--- config.mk ---
export PLATFORM = sky130hd
export DESIGN_NAME = circle_sprite_array
export DESIGN_NICKNAME = d
export VERILOG_FILES = /design/src/rtl/circle_pkg.sv /design/src/rtl/circle_hit_pipe.sv /design/src/rtl/circle_sprite_array.sv
export SDC_FILE = /design/constraint.sdc
export NUM_CORES = 2
export LEC_CHECK = 0
export CAP_MARGIN = 15
export CELL_PAD_IN_SITES_DETAIL_PLACEMENT = 0
export CELL_PAD_IN_SITES_GLOBAL_PLACEMENT = 1
export CORE_MARGIN = 4
export CORE_UTILIZATION = 40
export CTS_CLUSTER_SIZE = 20
export DETAILED_ROUTE_END_ITERATION = 16
export HOLD_SLACK_MARGIN = 0.03
export PLACE_DENSITY_LB_ADDON = 0.1
export SYNTH_ARGS = -nofsm -noshare
export SYNTH_HDL_FRONTEND = slang
export SYNTH_SLANG_ARGS = --single-unit
--- constraint.sdc ---
create_clock -name clk_in -period 7.8 [get_ports clk_in]
set_input_delay 1.17 -clock clk_in [delete_from_list [all_inputs] [get_ports clk_in]]
set_output_delay 1.17 -clock clk_in [all_outputs]
set_load 0.02 [all_outputs]
--- src/rtl/circle_pkg.sv ---
// rtl/circle_pkg.sv - shared attribute type, widths and ring helper for the circle sprite renderer
package circle_pkg;
    localparam int LATENCY = 3;
    localparam int H_W     = 11;
    localparam int V_W     = 10;
    localparam int R_W     = 8;

    typedef struct packed {
        logic [H_W-1:0] x;
        logic [V_W-1:0] y;
        logic [R_W-1:0] r;
        logic [23:0]    color;
        logic           ring;
        logic           enable;
    } circle_attr_t;

    // Inner edge of a ring; collapses to 0 so thin circles render as filled discs.
    function automatic logic [R_W-1:0] inner_radius(input logic [R_W-1:0] r, input int thick);
        logic [R_W-1:0] w_t;
        w_t = R_W'(thick);
        inner_radius = (r <= w_t) ? '0 : r - w_t;
    endfunction
endpackage

--- src/rtl/circle_hit_pipe.sv ---
// rtl/circle_hit_pipe.sv - one channel's distance/compare pipeline; hit is valid after two register stages
module circle_hit_pipe
    import circle_pkg::*;
#(
    parameter int RING_THICK = 4
) (
    input  logic           i_clk,
    input  logic           i_rstn,
    input  logic [H_W-1:0] i_hcount,
    input  logic [V_W-1:0] i_vcount,
    input  circle_attr_t   i_attr,
    output logic           o_hit,
    output logic [23:0]    o_color
);
    localparam int D_W   = ((H_W > V_W) ? H_W : V_W) + 1;
    localparam int D2_W  = 2 * D_W + 1;
    localparam int RR_W  = 2 * R_W;
    localparam int CMP_W = (D2_W > RR_W) ? D2_W : RR_W;

    logic signed [D_W-1:0]   w_dx;
    logic signed [D_W-1:0]   w_dy;
    logic [R_W-1:0]          w_inner;
    logic [RR_W-1:0]         w_r2;
    logic [RR_W-1:0]         w_inner2;
    logic signed [2*D_W-1:0] w_dx_ext;
    logic signed [2*D_W-1:0] w_dy_ext;
    logic signed [2*D_W-1:0] w_dx2;
    logic signed [2*D_W-1:0] w_dy2;
    logic [D2_W-1:0]         w_d2;

    logic signed [D_W-1:0] r_dx;
    logic signed [D_W-1:0] r_dy;
    logic [RR_W-1:0]       r_r2_s1;
    logic [RR_W-1:0]       r_in2_s1;
    logic                  r_ring_s1;
    logic                  r_en_s1;
    logic [23:0]           r_col_s1;

    logic [D2_W-1:0]       r_d2;
    logic [RR_W-1:0]       r_r2_s2;
    logic [RR_W-1:0]       r_in2_s2;
    logic                  r_ring_s2;
    logic                  r_en_s2;
    logic [23:0]           r_col_s2;

    // Zero-extend before subtracting so off-screen centres give true negative offsets.
    assign w_dx     = $signed(D_W'(i_hcount)) - $signed(D_W'(i_attr.x));
    assign w_dy     = $signed(D_W'(i_vcount)) - $signed(D_W'(i_attr.y));
    assign w_inner  = inner_radius(i_attr.r, RING_THICK);
    assign w_r2     = RR_W'(i_attr.r) * RR_W'(i_attr.r);
    assign w_inner2 = RR_W'(w_inner) * RR_W'(w_inner);

    assign w_dx_ext = (2*D_W)'(r_dx);
    assign w_dy_ext = (2*D_W)'(r_dy);
    assign w_dx2    = w_dx_ext * w_dx_ext;
    assign w_dy2    = w_dy_ext * w_dy_ext;
    assign w_d2     = D2_W'($unsigned(w_dx2)) + D2_W'($unsigned(w_dy2));

    always_ff @(posedge i_clk) begin
        if (!i_rstn) begin
            r_dx      <= '0;
            r_dy      <= '0;
            r_r2_s1   <= '0;
            r_in2_s1  <= '0;
            r_ring_s1 <= 1'b0;
            r_en_s1   <= 1'b0;
            r_col_s1  <= '0;
            r_d2      <= '0;
            r_r2_s2   <= '0;
            r_in2_s2  <= '0;
            r_ring_s2 <= 1'b0;
            r_en_s2   <= 1'b0;
            r_col_s2  <= '0;
        end else begin
            r_dx      <= w_dx;
            r_dy      <= w_dy;
            r_r2_s1   <= w_r2;
            r_in2_s1  <= w_inner2;
            r_ring_s1 <= i_attr.ring;
            r_en_s1   <= i_attr.enable;
            r_col_s1  <= i_attr.color;
            r_d2      <= w_d2;
            r_r2_s2   <= r_r2_s1;
            r_in2_s2  <= r_in2_s1;
            r_ring_s2 <= r_ring_s1;
            r_en_s2   <= r_en_s1;
            r_col_s2  <= r_col_s1;
        end
    end

    // Boundary (d2 == r^2) is outside; ring inner edge (d2 == inner^2) is inside.
    assign o_hit = r_en_s2 && (CMP_W'(r_d2) < CMP_W'(r_r2_s2))
                 && (!r_ring_s2 || (CMP_W'(r_d2) >= CMP_W'(r_in2_s2)));
    assign o_color = r_col_s2;
endmodule

--- src/rtl/circle_sprite_array.sv ---
// rtl/circle_sprite_array.sv - tear-free multi-circle sprite overlay on a raster pixel stream
module circle_sprite_array
    import circle_pkg::*;
#(
    parameter int  N_CIRCLES  = 4,
    parameter int  H_WIDTH    = H_W,
    parameter int  V_WIDTH    = V_W,
    parameter int  R_WIDTH    = R_W,
    parameter int  RING_THICK = 4,
    localparam int IDX_W      = (N_CIRCLES > 1) ? $clog2(N_CIRCLES) : 1
) (
    input  logic               clk_in,
    input  logic               rst_in,
    input  logic [H_WIDTH-1:0] hcount_in,
    input  logic [V_WIDTH-1:0] vcount_in,
    input  logic               frame_start_in,
    input  logic               wr_en_in,
    input  logic [IDX_W-1:0]   wr_idx_in,
    input  logic [H_WIDTH-1:0] wr_x_in,
    input  logic [V_WIDTH-1:0] wr_y_in,
    input  logic [R_WIDTH-1:0] wr_r_in,
    input  logic [23:0]        wr_color_in,
    input  logic               wr_ring_in,
    input  logic               wr_enable_in,
    output logic [H_WIDTH-1:0] hcount_out,
    output logic [V_WIDTH-1:0] vcount_out,
    output logic               hit_out,
    output logic [IDX_W-1:0]   hit_idx_out,
    output logic [7:0]         red_out,
    output logic [7:0]         green_out,
    output logic [7:0]         blue_out
);
    if (H_WIDTH != H_W || V_WIDTH != V_W || R_WIDTH != R_W) begin : g_width_check
        $error("circle_sprite_array: coordinate widths must match circle_pkg");
    end

    circle_attr_t         r_shadow     [N_CIRCLES];
    circle_attr_t         r_active     [N_CIRCLES];
    circle_attr_t         w_shadow_nxt [N_CIRCLES];
    circle_attr_t         w_view       [N_CIRCLES];
    circle_attr_t         w_wr_attr;
    logic [N_CIRCLES-1:0] w_hit;
    logic [23:0]          w_color      [N_CIRCLES];
    logic                 w_any;
    logic [IDX_W-1:0]     w_idx;
    logic [23:0]          w_win_color;
    logic [H_WIDTH-1:0]   r_hd         [LATENCY-1];
    logic [V_WIDTH-1:0]   r_vd         [LATENCY-1];

    assign w_wr_attr = '{x: wr_x_in, y: wr_y_in, r: wr_r_in, color: wr_color_in,
                         ring: wr_ring_in, enable: wr_enable_in};

    // The pixel presented with frame_start must already see the committed (and written-through) set.
    always_comb begin
        for (int i = 0; i < N_CIRCLES; i++) begin
            w_shadow_nxt[i] = r_shadow[i];
            if (wr_en_in && (32'(wr_idx_in) == i)) begin
                w_shadow_nxt[i] = w_wr_attr;
            end
            w_view[i] = frame_start_in ? w_shadow_nxt[i] : r_active[i];
        end
    end

    always_ff @(posedge clk_in) begin
        for (int i = 0; i < N_CIRCLES; i++) begin
            if (!rst_in) begin
                r_shadow[i] <= '0;
                r_active[i] <= '0;
            end else begin
                r_shadow[i] <= w_shadow_nxt[i];
                r_active[i] <= w_view[i];
            end
        end
    end

    for (genvar g = 0; g < N_CIRCLES; g++) begin : g_ch
        circle_hit_pipe #(
            .RING_THICK (RING_THICK)
        ) u_pipe (
            .i_clk    (clk_in),
            .i_rstn   (rst_in),
            .i_hcount (hcount_in),
            .i_vcount (vcount_in),
            .i_attr   (w_view[g]),
            .o_hit    (w_hit[g]),
            .o_color  (w_color[g])
        );
    end

    // Scan from the top index down so the lowest hitting index wins.
    always_comb begin
        w_any       = 1'b0;
        w_idx       = '0;
        w_win_color = '0;
        for (int i = N_CIRCLES - 1; i >= 0; i--) begin
            if (w_hit[i]) begin
                w_any       = 1'b1;
                w_idx       = IDX_W'(i);
                w_win_color = w_color[i];
            end
        end
    end

    always_ff @(posedge clk_in) begin
        if (!rst_in) begin
            for (int i = 0; i < LATENCY - 1; i++) begin
                r_hd[i] <= '0;
                r_vd[i] <= '0;
            end
            hcount_out  <= '0;
            vcount_out  <= '0;
            hit_out     <= 1'b0;
            hit_idx_out <= '0;
            red_out     <= '0;
            green_out   <= '0;
            blue_out    <= '0;
        end else begin
            r_hd[0] <= hcount_in;
            r_vd[0] <= vcount_in;
            for (int i = 1; i < LATENCY - 1; i++) begin
                r_hd[i] <= r_hd[i-1];
                r_vd[i] <= r_vd[i-1];
            end
            hcount_out  <= r_hd[LATENCY-2];
            vcount_out  <= r_vd[LATENCY-2];
            hit_out     <= w_any;
            hit_idx_out <= w_idx;
            red_out     <= w_win_color[23:16];
            green_out   <= w_win_color[15:8];
            blue_out    <= w_win_color[7:0];
        end
    end
endmodule

# Word-level counts from Yosys, hierarchy flattened
# Memory sizes are Yosys's and may differ from the RTL's. A register that Yosys moved wholly into a read port is not among the register bits.
# Cells that the tools add are included.
# W data, S select, Z words.
[totals]
wordCells = 184
output_inout_bits = 48
latch_bits = 0
register_bits = 683
n_memories = 4
mem_bits_rw = 482
in_bits = 82
mem_bits_ro = 0
[mem_list]
columns = ["memory", "words", "word_bits", "read_ports", "rd_clocked_by_memory_dff", "wr", "line_no", "text"]
rows = [
  ["r_active", 4, 55, 4, 0, 4, "circle_sprite_array.sv:38", "circle_attr_t r_active [N_CIRCLES];"],
  ["r_shadow", 4, 55, 4, 0, 4, "circle_sprite_array.sv:37", "circle_attr_t r_shadow [N_CIRCLES];"],
  ["r_hd", 2, 11, 2, 1, 2, "circle_sprite_array.sv:47", "logic [H_WIDTH-1:0] r_hd [LATENCY-1];"],
  ["r_vd", 2, 10, 2, 1, 2, "circle_sprite_array.sv:48", "logic [V_WIDTH-1:0] r_vd [LATENCY-1];"],
]
[classes]
n_mul = 16
order_cmp = 12
n_div = 0
addsub = 16
n_mux = 37
n_eq_ne = 3
bitwise = 13
reduce_logical = 25
shifts = 0
[ops]
columns = ["cell", "n"]
rows = [
  ["$mux W55", 16],
  ["$mul A8 B8 Y16", 8],
  ["$add A24 B24 Y25", 4],
  ["$ge A25 B16 Y1", 4],
  ["$lt A25 B16 Y1", 4],
  ["$mul A12 B12 Y24", 4],
  ["$mux W24", 4],
  ["$mul A11 B11 Y22", 4],
  ["$sub A11 B11 Y12", 4],
  ["$sub A10 B10 Y11", 4],
  ["$le A8 B3 Y1 const B", 4],
  ["$mux W8", 4],
  ["$sub A8 B3 Y8 const B", 4],
  ["$mux W11", 2],
  ["$mux W10", 2],
  ["$logic_and A1 B1 Y1", 12],
  ["$or A1 B1 Y1", 12],
  ["$mux W1", 7],
  ["$logic_not A1 Y1", 6],
  ["$eq A2 B2 Y1 const B", 2],
  ["$logic_or A1 B1 Y1", 4],
  ["$mux W2", 2],
  ["$reduce_or A3 Y1", 1],
  ["$eq A2 B1 Y1 const B", 1],
  ["3 further kinds", 3],
]

# Longest topological paths before layout
[logic_depth]
word_depth = 7
mapped_depth = 34
ltp_nobuf = 33

# Cells and area by module
# Synthesis repeated with hierarchy kept, for this count alone.
[hier_totals]
cells_unflattened = 10585
hier_area_um2 = 96573.9
[by_module_without_submodules]
columns = ["module", "area_each_um2", "cells_per_inst", "instances"]
rows = [
  ["circle_sprite_array", 20553.5, 2218, 1],
  ["circle_hit_pipe (g_ch[0].u_pipe)", 19182.1, 2127, 1],
  ["circle_hit_pipe (g_ch[1].u_pipe)", 19074.5, 2128, 1],
  ["circle_hit_pipe (g_ch[2].u_pipe)", 18905.6, 2060, 1],
  ["circle_hit_pipe (g_ch[3].u_pipe)", 18858.1, 2052, 1],
]

# Least setup slack after synthesis
# Ideal clock, no wire load.
[synth_path]
path_kind = "input -> register"
startpoint = "input frame_start_in"
endpoint = "register g_ch[0].u_pipe.r_in2_s1[15]"
setup_slack_ns = 0.229
setup_ns = 0.115
path_buffers = 7
t_arrival_ns = 7.456
cell_stages = 32
cell_sequence = "clkbuf_1 > buf_2 > buf_1 > clkbuf_1 > clkbuf_1 > clkbuf_1 > clkbuf_1 > a21oi_1 > ha_1 > nand2b_1 > inv_1 > nand2_1 > fa_1 > inv_1 > fa_1 > ha_1 > inv_1 > fa_1 > inv_1 > ha_1 > a21oi_1 > nor2_1 > nor2_1 > o21bai_1 > a21oi_1 > o21bai_1 > a21oi_1 > nor2b_1 > o21a_1 > o41ai_1 > xnor2_1 > and2_1"
[synth_lines]
columns = ["item", "line_no", "text"]
rows = [
  ["start: declaration", "circle_sprite_array.sv:16", "input logic frame_start_in,"],
  ["end signal: assignment", "circle_hit_pipe.sv:78", "r_in2_s1 <= w_inner2;"],
  ["end: declaration", "circle_hit_pipe.sv:34", "logic [RR_W-1:0] r_in2_s1;"],
]

# Final worst setup path
[layout_path]
startpoint = "register g_ch[0].u_pipe.r_dy[3]"
endpoint = "register g_ch[0].u_pipe.r_d2[23]"
[layout_between]
elab_chain_cells = 2
[layout_lines]
columns = ["item", "line_no", "text"]
rows = [
  ["start: declaration", "circle_hit_pipe.sv:32", "logic signed [D_W-1:0] r_dy;"],
  ["start signal: assignment", "circle_hit_pipe.sv:76", "r_dy <= w_dy;"],
  ["$mul A11 B11 Y22", "circle_hit_pipe.sv:56", "assign w_dy2 = w_dy_ext * w_dy_ext;"],
  ["$add A24 B24 Y25", "circle_hit_pipe.sv:57", "assign w_d2 = D2_W'($unsigned(w_dx2)) + D2_W'($unsigned(w_dy2));"],
  ["end signal: assignment", "circle_hit_pipe.sv:82", "r_d2 <= w_d2;"],
  ["end: declaration", "circle_hit_pipe.sv:39", "logic [D2_W-1:0] r_d2;"],
]
# Every way passes these cells.
# A chain may end at the register's enable or synchronous reset.

==> impl_metrics.toml <==
[clock_network]
cts_buffer_depth = 3
clock_latency_ps = 810
cts_sinks = 1062
cts_tree = "built"
cts_root_buf = "clkbuf_16"
htree_levels = 4
path_clk_slew_ps = 60
cts_setup_buffers = 0
cts_buffers = 130

[pwr]
power_density_nw_per_um2 = 418.0
ir_drop_v = 0.0006565
cellLeakagePower_nw = 49.81

[floorplan]
core_sq_um = 222300
rows = 173
die_width_um = 480.6
start_util = 0.4019
die_h_um = 480.6
die_area_sq_um = 231000
boundaryPins = 130

[flow_run]
drv_cap = 0

[drt]
vias_per_cell = 4.780
drc = 0
wl_um = 221600
ant_nets = 0
wl_per_cell_um = 17.14
drt_iter0_drc = 2622
dr_total_vias = 61810
dr.pass1.iters = 5

[cells_and_area]
multi_input_area_sq_um = 60420
fin_area_sq_um = 99570
finalNetCount = 11990
mostFrequentLayoutCells = "inv_1, nor2_1, fa_1"
fill_cells = 21890
instances_no_fill = 12930
layout-drive-gt1-share = 0.05387
seq_area_sq_um = 21280
layout_commonest_cell = "inv_1"
area_growth_syn_to_layout_pct = 11.46
final_core_util = 0.4479

[timing]
fmax_ghz = 0.1354
hold_violations = 0
slew_headroom = 0.2416
finalCritPeriodShare = 0.9468
final_max_slew_viol_count = 0
period_minus_slack_ps = 7385
rsz0062_at_grt = "false"
finalClockSkew_ps = 82.43
setup_violations = 0
fin_hold_ws_ps = 400.0
tightest_slew_ps = 1129

[setup_path]
cp-end-kind = "register"
arrival_ps = 8070
path_class = "reg -> reg"
worst-path-max-fanout = 14
critPathRequiredTime_ps = 8490
rr_worst_depth = 26
start_kind = "register"

[grt]
antenna_found_initial = 12
grt_pass1_vias = 65030
track_usage = 0.1951
overflow = 0
grt_first_pass_wirelength_um = 358700
grt_start_max_net_pins = 186

[placement]
placed_cell_area_sq_um = 94850
hpwlAfterDp_um = 177300
placed_cells = 12690
globalplace.congestion = 0.8335
io_buffers = 129

[worst_hold_path]
hold_path_depth = 1
hp-class = "reg -> reg"

[outcome]
outcome = "completed"

[yosys]
synth_cell_type_count = 79
yosysWarnings = 0
synth_cells = 9709
synth_edf_count = 0
synth.avg_cell_area_sq_um = 9.202
seq_area_frac_synth = 0.2380
ys_ff_latch = 1062
synth_top_flop_cell = "dfxtp_1"
synthArstFlopShare = 0
netlist_area_sq_um = 89340
critical path, stage by stage (launching register included):
cell      delay, ps
dfxtp_1         740
nand2_1         160
fa_1            540
inv_1            70
fa_1            500
inv_1            60
fa_1            530
inv_1            50
fa_1            500
fa_1            430
ha_1            330
a21o_1          190
a21oi_1         210
o21ai_0         110
a21oi_1         240
o21ai_0         240
xor2_1          320
ha_1            370
a21o_1          200
a21oi_1         190
nand3_1         130
a31oi_1         230
nor2b_1          90
o21a_1          200
o211a_1         220
a211oi_2        230
mux2i_1         230
kinds of logic (layout without fill, tap and decap cells):
group           count (synthesis)  after routing  share of synthesized area
xor+xnor                      481            481                    0.04724
compound gates               1083           1083                    0.07828
simple gates                 2743           2743                     0.1437
fa+ha+maj                    2054           2054                     0.3801
other cells                     1              9                 0.00004198
buf+inv                      2051           2291                    0.08633
mux                           234            234                    0.02633
flops                        1062           1062                     0.2380
cell type report:
type / count / share of cell area
multi-input combinational: 6597 / 0.6068
timing repair buffer: 352 / 0.03051
clock buffer: 174 / 0.03684
antenna: 7 / 0.0001759
sequential: 1062 / 0.2137
tap: 2975 / 0.03738
clock inverter: 57 / 0.01012
inverter: 1708 / 0.06450
worst paths after layout:
kind / slack (ps) / from / end
min: 400 / g_ch[3].u_pipe.r_in2_s1[14] / g_ch[3].u_pipe.r_in2_s2[14]
max: 410 / g_ch[0].u_pipe.r_dy[3] / g_ch[0].u_pipe.r_d2[23]
min reg2reg: 400 / g_ch[3].u_pipe.r_in2_s1[14] / g_ch[3].u_pipe.r_in2_s2[14]
max reg2reg: 410 / g_ch[0].u_pipe.r_dy[3] / g_ch[0].u_pipe.r_d2[23]
registers in the layout (all words and copies together), names as in the netlist, 22 cells and up:
name                  cells
g_ch.u_pipe.r_col_s1     92
g_ch.u_pipe.o_color      96
r_shadow                220
g_ch.u_pipe.r_in2_s1     60
g_ch.u_pipe.r_dx         48
g_ch.u_pipe.r_r2_s1      60
g_ch.u_pipe.r_d2        100
g_ch.u_pipe.r_dy         44
g_ch.u_pipe.r_in2_s2     60
r_hd                     22
g_ch.u_pipe.r_r2_s2      60
r_active                124
power breakdown:
group / internal (W) / total [W] / leakage (nW) / switching (W)
logic: 0.0124 / 0.0285 / 38.8 / 0.0161
registers: 0.00627 / 0.00673 / 8.73 / 0.000453
clock network: 0.00379 / 0.00643 / 2.25 / 0.00265
total: 0.0225 / 0.0416 / 49.8 / 0.0192
metrics by stage:
step	power, W	setup WS [ps]	TNS [ps]
final	0.04162	414.9	0
after global routing	0.04622	0.6457	0
after CTS	0.04235	323.1	0
after detailed placement	0.03549	-70.45	-70.45
after global placement	0.03536	27.96	0
after floorplan	0.02847	228.8	0
timing repair:
item	CTS	global route
hold buffers	0	0
endpoints found under the hold margin	0	0
gates resized for setup	0	16
setup endpoints to repair	0	5
synthesized netlist by cell type (9+ instances only):
library cell	instances	share of area
dfxtp_1	1062	0.24
o21ai_0	195	0.011
fa_1	1101	0.25
o21a_1	66	0.0055
nor3b_1	13	0.0011
mux2i_1	226	0.025
or2_2	46	0.0032
nand2_1	519	0.022
a221o_1	15	0.0017
o211ai_1	16	0.0013
a21oi_1	306	0.017
buf_1	23	0.00097
ha_1	951	0.13
nand2b_1	74	0.0052
a211oi_1	127	0.011
o41ai_1	9	0.00088
a31oi_1	21	0.0015
o21ai_1	13	0.00073
nor2_1	1138	0.048
clkbuf_1	314	0.013
nor4_1	19	0.0013
nand3_1	55	0.0031
xor2_1	119	0.012
o21bai_1	66	0.0055
and2_1	525	0.037
nand4_1	17	0.0012
a31o_2	14	0.0014
xnor2_1	361	0.035
inv_1	1703	0.072
a21o_1	179	0.015
nor2b_1	123	0.0086
or3_1	23	0.0016
nor3_1	145	0.0081
and3_1	22	0.0015
per-layer routing:
layer | vias to the layer above | routed length (um) | GRT usage
met1 | 30280 | 101700 | 0.2587
li1 | 30630 | - | -
met4 | 4 | 4828 | 0.04379
met3 | 229 | 6012 | 0.02330
met5 | - | 27 | 0
met2 | 663 | 109000 | 0.3406
Note: power is estimated with default switching activity, not from simulation.
